`config.mk`:
```
export PLATFORM = sky130hd
export DESIGN_NAME = synth_io_harness_gen
export DESIGN_NICKNAME = d
export VERILOG_FILES = /design/src/rtl/synth_io_harness_gen.sv
export SDC_FILE = /design/constraint.sdc
export NUM_CORES = 1
export LEC_CHECK = 0
export ABC_AREA = 1
export CAP_MARGIN = 20
export CORE_MARGIN = 2
export CORE_UTILIZATION = 30
export CTS_CLUSTER_SIZE = 25
export DETAILED_ROUTE_END_ITERATION = 8
export PLACE_DENSITY = 0.63
export SYNTH_ARGS = -nofsm -noshare
export SYNTH_HDL_FRONTEND = slang
export SYNTH_SLANG_ARGS = --single-unit
```
`constraint.sdc`:
```
create_clock -name CLK -period 4.8 [get_ports CLK]
set_input_delay 0.96 -clock CLK [delete_from_list [all_inputs] [get_ports CLK]]
set_output_delay 0.96 -clock CLK [all_outputs]
set_load 0.02 [all_outputs]
```
`src/rtl/synth_io_harness_gen.sv`:
```
`default_nettype none
// ============================================================================
// Module  : synth_io_harness_gen
// Brief   : Serial-in/serial-out synthesis harness: deserialises DUT inputs,
//           compresses DUT outputs into a MISR and shifts the signature out.
// Rev     : 1.0
// ============================================================================
module synth_io_harness_gen #(
    parameter int          IN_W  = 365,
    parameter int          OUT_W = 354,
    parameter int          SIG_W = 32,
    parameter logic [31:0] POLY  = 32'h04C11DB7,
    parameter int          MODE  = 0,
    parameter int          CNT_W = 32
) (
    input  logic             CLK,
    input  logic             RST_N,
    input  logic             serial_in,
    input  logic             shift_en,
    input  logic             start,
    input  logic             dump,
    output logic [IN_W-1:0]  dut_in,
    input  logic [OUT_W-1:0] dut_out,
    output logic             serial_out,
    output logic             dump_done,
    output logic             busy,
    output logic [CNT_W-1:0] cycle_count
);

    localparam int               c_NUM_CHUNKS  = (OUT_W + SIG_W - 1) / SIG_W;
    localparam int               c_PAD_W       = c_NUM_CHUNKS * SIG_W;
    localparam int               c_BIT_CNT_W   = $clog2(SIG_W + 1);
    localparam logic [SIG_W-1:0] c_POLY        = POLY[SIG_W-1:0];

    localparam logic [1:0]       c_stateIdle   = 2'd0;
    localparam logic [1:0]       c_stateRun    = 2'd1;
    localparam logic [1:0]       c_stateDump   = 2'd2;

    logic [IN_W-1:0]        r_inSr;
    logic [OUT_W-1:0]       w_outSrc;
    logic [OUT_W-1:0]       r_outQ;
    logic [c_PAD_W-1:0]     w_padded;
    logic [SIG_W-1:0]       w_fold;
    logic [SIG_W-1:0]       w_sigNext;
    logic [SIG_W-1:0]       r_sig;
    logic [SIG_W-1:0]       r_dumpSr;
    logic [c_BIT_CNT_W-1:0] r_bitCnt;
    logic [CNT_W-1:0]       r_cycleCount;
    logic [1:0]             r_state;
    logic                   r_serialOut;
    logic                   r_dumpDone;
    logic                   r_busy;

    always_ff @(posedge CLK or negedge RST_N) begin
        if (!RST_N) begin
            r_inSr <= '0;
        end else if (shift_en) begin
            r_inSr <= {serial_in, r_inSr[IN_W-1:1]};
        end
    end

    assign dut_in = r_inSr;

    generate
        if (MODE == 0) begin : g_loopback
            logic w_unusedDutOut;
            assign w_unusedDutOut = ^dut_out;
            if (OUT_W > IN_W) begin : g_zeroExt
                assign w_outSrc = {{(OUT_W - IN_W){1'b0}}, r_inSr};
            end else begin : g_trunc
                assign w_outSrc = r_inSr[OUT_W-1:0];
            end
        end else begin : g_external
            assign w_outSrc = dut_out;
        end
    endgenerate

    always_ff @(posedge CLK or negedge RST_N) begin
        if (!RST_N) begin
            r_outQ <= '0;
        end else begin
            r_outQ <= w_outSrc;
        end
    end

    // Zero-padded output folded down to one signature-wide word.
    always_comb begin
        w_padded              = '0;
        w_padded[OUT_W-1:0]   = r_outQ;
        w_fold                = '0;
        for (int i = 0; i < c_NUM_CHUNKS; i++) begin
            w_fold = w_fold ^ w_padded[i*SIG_W +: SIG_W];
        end
    end

    assign w_sigNext = {r_sig[SIG_W-2:0], 1'b0}
                     ^ (r_sig[SIG_W-1] ? c_POLY : '0)
                     ^ w_fold;

    // serial_out leads dump_sr by one bit so the first bit is valid on entry.
    always_ff @(posedge CLK or negedge RST_N) begin
        if (!RST_N) begin
            r_state      <= c_stateIdle;
            r_sig        <= '0;
            r_dumpSr     <= '0;
            r_bitCnt     <= '0;
            r_cycleCount <= '0;
            r_serialOut  <= 1'b0;
            r_dumpDone   <= 1'b0;
            r_busy       <= 1'b0;
        end else begin
            case (r_state)
                c_stateIdle: begin
                    if (start) begin
                        r_sig        <= '0;
                        r_cycleCount <= '0;
                        r_state      <= c_stateRun;
                        r_busy       <= 1'b1;
                    end else if (dump) begin
                        r_dumpSr    <= r_sig;
                        r_bitCnt    <= c_BIT_CNT_W'(SIG_W);
                        r_serialOut <= r_sig[0];
                        r_dumpDone  <= 1'b0;
                        r_state     <= c_stateDump;
                        r_busy      <= 1'b1;
                    end
                end
                c_stateRun: begin
                    if (dump) begin
                        r_dumpSr    <= r_sig;
                        r_bitCnt    <= c_BIT_CNT_W'(SIG_W);
                        r_serialOut <= r_sig[0];
                        r_dumpDone  <= 1'b0;
                        r_state     <= c_stateDump;
                    end else if (start) begin
                        r_sig        <= '0;
                        r_cycleCount <= '0;
                    end else begin
                        r_sig <= w_sigNext;
                        if (r_cycleCount != '1) begin
                            r_cycleCount <= r_cycleCount + CNT_W'(1);
                        end
                    end
                end
                c_stateDump: begin
                    r_dumpSr <= r_dumpSr >> 1;
                    r_bitCnt <= r_bitCnt - c_BIT_CNT_W'(1);
                    if (r_bitCnt == c_BIT_CNT_W'(1)) begin
                        r_state     <= c_stateIdle;
                        r_busy      <= 1'b0;
                        r_serialOut <= 1'b0;
                        r_dumpDone  <= 1'b0;
                    end else begin
                        r_serialOut <= r_dumpSr[1];
                        r_dumpDone  <= (r_bitCnt == c_BIT_CNT_W'(2));
                    end
                end
                default: begin
                    r_state     <= c_stateIdle;
                    r_busy      <= 1'b0;
                    r_serialOut <= 1'b0;
                    r_dumpDone  <= 1'b0;
                end
            endcase
        end
    end

    assign serial_out  = r_serialOut;
    assign dump_done   = r_dumpDone;
    assign busy        = r_busy;
    assign cycle_count = r_cycleCount;

endmodule
`default_nettype wire

```
# Word-level counts from Yosys, hierarchy flattened
# Cells that the tools add are included.
classes:
  n_eq_ne: 11
  addsub: 2
  mul: 0
  n_mux: 31
  reduce_logical: 7
  n_lt_le_gt_ge: 0
  shifts: 0
  n_div: 0
  bitwise: 14
op_table:
  columns: ["operator", "count"]
  rows:
  - ["XOR 32 bit", 11]
  - ["two-way mux 32 bit", 8]
  - ["case mux 32 bit (2 select lines)", 2]
  - ["case mux 32 bit (3 select lines)", 1]
  - ["adder 32 x 1 -> 32 bit (second input constant)", 1]
  - ["!= test 32 bit (second input constant)", 1]
  - ["XOR 32 x 2 -> 32 bit", 1]
  - ["XOR 32 x 27 -> 32 bit", 1]
  - ["two-way mux 27 bit", 1]
  - ["case mux 6 bit (3 select lines)", 1]
  - ["two-way mux 6 bit", 2]
  - ["two-way mux 1 bit", 9]
  - ["case mux 1 bit (3 select lines)", 3]
  - ["!= test 2 bit (second input constant)", 4]
  - ["== test 6 x 1 -> 1 bit (second input constant)", 1]
  - ["== test 6 x 2 -> 1 bit (second input constant)", 1]
  - ["two-way mux 2 bit", 3]
  - ["!= test 3 bit (second input constant)", 2]
  - ["case mux 2 bit (3 select lines)", 1]
  - ["AND reduction 3 bit", 2]
  - ["subtractor 6 x 1 -> 6 bit (second input constant)", 1]
  - ["AND reduction 4 bit", 1]
  - ["nonzero test 3 bit", 1]
  - ["== test 2 x 1 -> 1 bit (second input constant)", 1]
  - ["5 further kinds", 5]
word_totals:
  latch_bits: 0
  romBits: 0
  memories: 0
  ff_bits: 826
  ram_bits: 0
  wordCells: 75
  output_inout_bits: 400

# Logic depth before layout (Yosys ltp)
# Gate-level depths: netlist (run 1).
depth:
  word_depth: 15
  depth_mapped: 13

# Worst setup path after synthesis (run 1)
# OpenSTA, ideal clock, no wires.
synth_timing:
  path_kind: "input to register"
  start: "input shift_en"
  end: "register r_inSr[123], in the netlist dut_in[123]"
  stages: 6
  slack_ns: 2.574
  path_buffers: 5
  arrival_time_ns: 2.089
  cell_sequence: "buf_2 -> buf_2 -> buf_2 -> clkbuf_1 -> clkbuf_1 -> a21oi_1"
synth_lines:
  columns: ["item", "line", "text"]
  rows:
  - ["from (decl)", "19", "input logic shift_en,"]
  - ["to (signal assigned)", "58", "r_inSr <= {serial_in, r_inSr[IN_W-1:1]};"]
  - ["to (decl)", "39", "logic [IN_W-1:0] r_inSr;"]
# No word-level cell between the ends.

# Worst setup path in the final report (run 1)
layout_timing:
  start: "register r_inSr[31], in the netlist dut_in[31]"
  end: "output dut_in[31]"
layout_lines:
  columns: ["item", "line", "text"]
  rows:
  - ["to (decl)", "22", "output logic [IN_W-1:0] dut_in,"]
# No word-level cell between the ends.

==> flow_summary.json, run 1 <==
{
  "viasPerCell": 4.366,
  "finalWeightedCongestion": 0.8279,
  "cts_tree": "done",
  "die_x_um": 339.7,
  "first_pass_iters": 5,
  "slowest_stage": "clkdlybuf4s50_1",
  "post-synth-top-area-fraction": 0.6107,
  "critPathRequiredTime_ns": 3.84,
  "critPathMaxStageDelay_ns": 0.70,
  "nNetsFinal": 4675,
  "cts_setup_buffers": 0,
  "drt-total-wl_um": 90890,
  "critical_path_arrival_ns": 1.99,
  "setup_viol": 0,
  "grt_pass1_vias": 24800,
  "critPathBufInv": 1,
  "ys_seq_area_frac": 0.6107,
  "total_power_uw": 21980,
  "critPathTopFamily": "buffers and inverters",
  "core-area_um2": 112200,
  "relSlewSlack": 0.3176,
  "clockRootBuffer": "clkbuf_16",
  "drtIter0Drc": 1407,
  "cts.sinks": 825,
  "period_needed_ns": 2.953,
  "synth_area_leaders": "dfrtp_1 (61%), nand2_1 (13%), inv_1 (7.2%), nand3_1 (4.0%), o21ai_0 (3.6%)",
  "synth_area_um2": 33810,
  "r2r_slack_ns": 2.17,
  "antenna_found_initial": 3,
  "area_growth_pct": 26.34,
  "port-buffer-count": 405,
  "clock_path_buffers": 3,
  "start_kind": "register",
  "die_h_um": 339.7,
  "synthesis.nets": 4261,
  "setup_tns_ns": 0,
  "cts_htree_levels": 3,
  "fmax_ghz": 0.3386,
  "initial_utilization": 0.3013,
  "finalHoldViolations": 0,
  "numCtsBuffers": 88,
  "clock_latency_ns": 0.67,
  "dieArea_um2": 115400,
  "finalCritPeriodShare": 0.6152,
  "endpoint_kind": "output port",
  "synth_warnings": 0,
  "cap_violations": 0,
  "clk_pin_slew_worst_paths_ns": 0.06,
  "p_leak_uw": 0.02145,
  "synth_ff_type": "dfrtp_1",
  "synth-edff-count": 0,
  "grt.total_usage": 0.1579,
  "vias": 25720,
  "grt_max_degree": 156,
  "crit_chain": "clkdlybuf4s50_1",
  "crit_fanout": 5,
  "final_antenna_net_count": 0,
  "hold_buffers": 0,
  "place_hpwl_um": 67540,
  "grt.overflow.total": 0,
  "synth_largest_area_cell": "dfrtp_1",
  "hold_path.class": "primary input to async pin",
  "synth_seq_cells": 825,
  "async_reset_ff_frac": 1.000,
  "status": "completed",
  "avgSynthCellArea_um2": 8.675,
  "drc": 0,
  "drv_slew": 0,
  "drive_above_1_share": 0.04494,
  "synthCells": 3897,
  "row_count": 123,
  "wl_per_cell_um": 15.43,
  "rsz0062_at_grt": "no",
  "num_io_pins": 760,
  "synth.distinct_cells": 33,
  "skew_ns": 0.04280,
  "power_density_nw_per_um2": 514.6,
  "tightestPinTransition_ns": 1.021,
  "grt_first_pass_wirelength_um": 140800,
  "peakVddDrop_mv": 0.3163,
  "critPathKind": "register to output port",
  "cts.repair.resized": 0
}
==> where the power goes <==
| group | internal, uW | switching [uW] | leakage [uW] | total [uW] |
|---|---|---|---|---|
| combinational | 2080 | 3690 | 0.0102 | 5760 |
| sequential | 8130 | 1020 | 0.00980 | 9140 |
| clock | 4150 | 2920 | 0.00150 | 7070 |
==> layer usage <==
metal  global-route usage  up-vias  part of all wire
met4              0.04969        2             0.029
met5                    0        -           0.00022
met2               0.2632      501              0.48
li1                     -    12860                 -
met3              0.05214      142             0.070
met1               0.1930    12210              0.42
==> cells in the final DEF, fill, tap and decap left out, types with 7 or more instances in the layout <==
| cell | Yosys | layout |
|---|---|---|
| o21ai_0 | 241 | 241 |
| buf_4 | 3 | 17 |
| clkinv_2 | 0 | 17 |
| a21oi_1 | 188 | 188 |
| o211ai_1 | 30 | 30 |
| nor3_1 | 15 | 15 |
| clkdlybuf4s50_1 | 0 | 403 |
| inv_2 | 7 | 7 |
| xnor2_1 | 44 | 44 |
| nand4_1 | 9 | 9 |
| nand3_1 | 270 | 270 |
| clkbuf_8 | 0 | 18 |
| nand2_1 | 1160 | 1160 |
| dfrtp_1 | 825 | 825 |
| nor2_1 | 293 | 292 |
| inv_1 | 645 | 645 |
| buf_12 | 0 | 11 |
| xor2_1 | 37 | 37 |
| bufinv_16 | 0 | 7 |
| clkbuf_1 | 51 | 13 |
| clkbuf_16 | 0 | 90 |
==> cell usage after synthesis (all sizes together), types with 4 or more instances <==
master and n:
nor2 295, nand2 1161, xnor2 44, a21oi 189
o211ai 30, ha 4, buf 58, xor2 37
o21ai 247, clkbuf 51, nand3 272, nor3 16
inv 652, dfrtp 825, nand4 9
==> registers in the layout, summed over array words and instances, names as in the netlist <==
signal and count:
dut_in 365, r_outQ 354, cycle_count 32, r_sig 32
r_dumpSr 31, r_bitCnt 6, r_state 2, busy 1
dump_done 1, serial_out 1
==> path summary, 6_finish.rpt <==
check                                       startpoint                        to  depth (start not counted)
worst max-delay path            dut_in[31]$_DFFE_PN0P_                dut_in[31]                          1
worst min-delay path                             RST_N       r_outQ[1]$_DFF_PN0_                          1
worst max register to register  r_state[1]$_DFFE_PN0P_  r_dumpSr[11]$_DFFE_PN0P_                          8
worst min register to register  dut_in[54]$_DFFE_PN0P_      r_outQ[54]$_DFF_PN0_                          0
max in group asynchronous                        RST_N     r_outQ[119]$_DFF_PN0_                          2
min in group CLK                dut_in[54]$_DFFE_PN0P_      r_outQ[54]$_DFF_PN0_                          0
==> metrics by stage <==
stage	utilization	hold WS (ns)	cell area [um2]	setup slack (ns)	cells
2_1_floorplan	-	0.4585	33810	2.574	3897
3_3_place_gp	0.3532	0.3834	39620	1.343	5721
3_5_place_dp	0.3532	0.3803	39620	1.298	5721
4_1_cts	0.3806	0.3150	42700	1.668	5884
5_1_grt	0.3806	0.3269	42700	1.757	5884
6_report	0.3807	0.3184	42710	1.847	5890
==> cell type report <==
cell class	count	area, um2
Antenna cell	6	15.01
Timing Repair Buffer	433	4412
Fill cell	11000	69480
Sequential cell	825	20640
Multi-Input combinational cell	2310	10240
Tap cell	1500	1877
Inverter	653	2451
Clock inverter	42	524.3
Clock buffer	121	2549
==> worst register-to-register path, stage by stage (launching register included) <==
cell,delay (ns)
dfrtp_1,0.45
inv_2,0.12
nor2_4,0.08
buf_4,0.53
nor2_1,0.19
inv_2,0.58
buf_4,0.39
o211ai_1,0.12
o21ai_0,0.10
==> cells by family after synthesis <==
| logic type | after synthesis | synth area share |
|---|---|---|
| and+or+nand+nor | 1754 | 0.2072 |
| buffers and inverters | 762 | 0.08705 |
| muxes | 1 | 0.0003331 |
| xor gates and xnor gates | 81 | 0.02099 |
| adders and majority gates | 4 | 0.001480 |
| DFF | 825 | 0.6107 |
| AOI/OAI and AO/OA | 470 | 0.07228 |
(Power assumes the default switching activity.)
==> run 2, diff against run 1 <==
==> constraint.sdc (replaced) <==
create_clock -name CLK -period 2.8 [get_ports CLK]
set_input_delay 0.56 -clock CLK [delete_from_list [all_inputs] [get_ports CLK]]
set_output_delay 0.56 -clock CLK [all_outputs]
set_load 0.02 [all_outputs]
==> run 2 against run 1 <==
Against the previous run: flip-flop and latch count is the same; sequential share of layout area is 0.36 points lower; routed wire length up 1.4%; final cell count increased by 0.31%; clock skew is 0.0023 ns higher; total power up 74%; via count is 0.36% higher; combinational power grew 74%; core utilization increased by 0.28 points; critical endpoint unchanged; worst hold slack gained 0.019 ns; register-to-register slack lost 1.7 ns.
==> flow_summary.json, run 2 (synthesis results as in run 1) <==
{
  "status": "completed",
  "die_h_um": 339.7,
  "hold_path.class": "primary input to register",
  "final_common_cell": "nand2_1",
  "r2r_slack_ns": 0.52,
  "clockRootBuffer": "clkbuf_16",
  "final_core_util": 0.3835,
  "grt_pass1_vias": 24930,
  "drv_slew": 0,
  "largest_reg_flops": 365,
  "finalWeightedCongestion": 0.8770,
  "clock_path_buffers": 3,
  "place_hpwl_um": 68340,
  "power_density_nw_per_um2": 887.2,
  "rsz0062_at_grt": "no",
  "critPathTopFamily": "buffers and inverters",
  "first_pass_iters": 5,
  "dieArea_um2": 115400,
  "use_met1": 0.1933,
  "finalHoldViolations": 0,
  "vias": 25810,
  "tightestPinTransition_ns": 0.6228,
  "crit_chain": "clkdlybuf4s50_1",
  "setup_tns_ns": 0,
  "setup_viol": 0,
  "final_antenna_net_count": 0,
  "slowest_stage": "clkdlybuf4s50_1",
  "die_x_um": 339.7,
  "row_count": 123,
  "cap_violations": 0,
  "finalCritPeriodShare": 0.9290,
  "grt_first_pass_wirelength_um": 142600,
  "grtUsageMet3": 0.05018,
  "top_usage_layer": "met2",
  "area_growth_pct": 27.28,
  "critPathBufInv": 1,
  "viasPerCell": 4.369,
  "core-area_um2": 112200,
  "critPathRequiredTime_ns": 2.24,
  "critPathKind": "register to output port",
  "initial_utilization": 0.3013,
  "layout_common_cells": "nand2_1 (1160), dfrtp_1 (825), inv_1 (645)",
  "drc": 0,
  "cts_tree": "done",
  "drtIter0Drc": 1266,
  "endpoint_kind": "output port",
  "clk_pin_slew_worst_paths_ns": 0.06,
  "grt.total_usage": 0.1601,
  "critPathMaxStageDelay_ns": 0.71,
  "peakVddDrop_mv": 0.5193,
  "p_leak_uw": 0.02163,
  "antenna_found_initial": 5,
  "wl_per_cell_um": 15.60,
  "relSlewSlack": 0.5818,
  "critical_path_arrival_ns": 2.04,
  "drt-total-wl_um": 92150,
  "grt_max_degree": 112,
  "port-buffer-count": 405,
  "fmax_ghz": 0.3844,
  "crit_fanout": 4,
  "num_io_pins": 760,
  "clock_latency_ns": 0.67,
  "grt.overflow.total": 0,
  "start_kind": "register",
  "drive_above_1_share": 0.04880,
  "numCtsBuffers": 90,
  "cts.repair.resized": 0,
  "skew_ns": 0.04514,
  "cts.sinks": 825,
  "nNetsFinal": 4699,
  "gr-usage-met2": 0.2666,
  "period_needed_ns": 2.601,
  "cts_htree_levels": 3
}
==> run 2: changes by cell type in the layout (fill, tap and decap cells not counted), moves of 2 or more <==
cell        before  now
buf_4           17   32
buf_12          11   17
clkinvlp_4       6    2
diode_2          6    2
bufinv_16        7   10
clkbuf_1        13   16
inv_16           3    0
clkbuf_16       90   92
clkinv_2        17   15
==> run 2: layout make-up <==
| type | instances | area, um2 |
|---|---|---|
| Fill cell | 11020 | 69160 |
| Sequential cell | 825 | 20640 |
| Multi-Input combinational cell | 2310 | 10240 |
| Timing Repair Buffer | 455 | 4654 |
| Clock buffer | 125 | 2596 |
| Inverter | 653 | 2451 |
| Tap cell | 1500 | 1877 |
| Clock inverter | 38 | 560.5 |
| Antenna cell | 2 | 5.005 |
==> run 2: what timing repair did <==
item	CTS	global route
hold buffers	1	0
buffers inserted	0	0
endpoints found under the hold margin	23	0
==> run 2: worst paths after layout <==
check                                                 from                          to  depth (start not counted)
worst max-delay path                dut_in[31]$_DFFE_PN0P_                  dut_in[31]                          1
worst min-delay path                              shift_en     dut_in[337]$_DFFE_PN0P_                          2
worst max register to register  cycle_count[0]$_DFFE_PN0P_  cycle_count[9]$_DFFE_PN0P_                         10
worst min register to register     dut_in[162]$_DFFE_PN0P_       r_outQ[162]$_DFF_PN0_                          0
max in group asynchronous                            RST_N        r_outQ[84]$_DFF_PN0_                          3
min in group asynchronous                            RST_N       r_outQ[305]$_DFF_PN0_                          2
==> run 2: power breakdown <==
group	internal (uW)	leakage (uW)	total, uW	switching, uW
clock network	7450	0.00155	12500	5040
logic	3670	0.0103	10000	6360
registers	13900	0.00980	15700	1720
==> run 2: through the flow <==
stage               worst slack, ns  hold slack [ns]  cells  power (uW)  cell area, um2
finish                       0.1989           0.3378   5908       38170           43030
global route                0.09873           0.3400   5906       40620           43020
CTS                         0.05588           0.2970   5906       38810           43020
detailed placement           0.4222           0.3821   5742       26090           39860
global placement             0.4689           0.3815   5742       25840           39860
floorplan                    0.9206           0.2644   3897       21420           33810
==> run 2: layer usage <==
layer	part of all wire	wire [um]
met1	0.42	38570
met2	0.47	43610
met3	0.072	6679
met4	0.035	3265
met5	0.00034	31
==> run 3, diff against run 2 <==
--- a/config.mk
+++ b/config.mk
@@ -12,6 +12,7 @@
 export CTS_CLUSTER_SIZE = 25
 export DETAILED_ROUTE_END_ITERATION = 8
 export PLACE_DENSITY = 0.63
+export SLEW_MARGIN = 20
 export SYNTH_ARGS = -nofsm -noshare
 export SYNTH_HDL_FRONTEND = slang
 export SYNTH_SLANG_ARGS = --single-unit
==> results of run 3 <==
The final DEF is identical to that of run 2; final timing and power are the same.
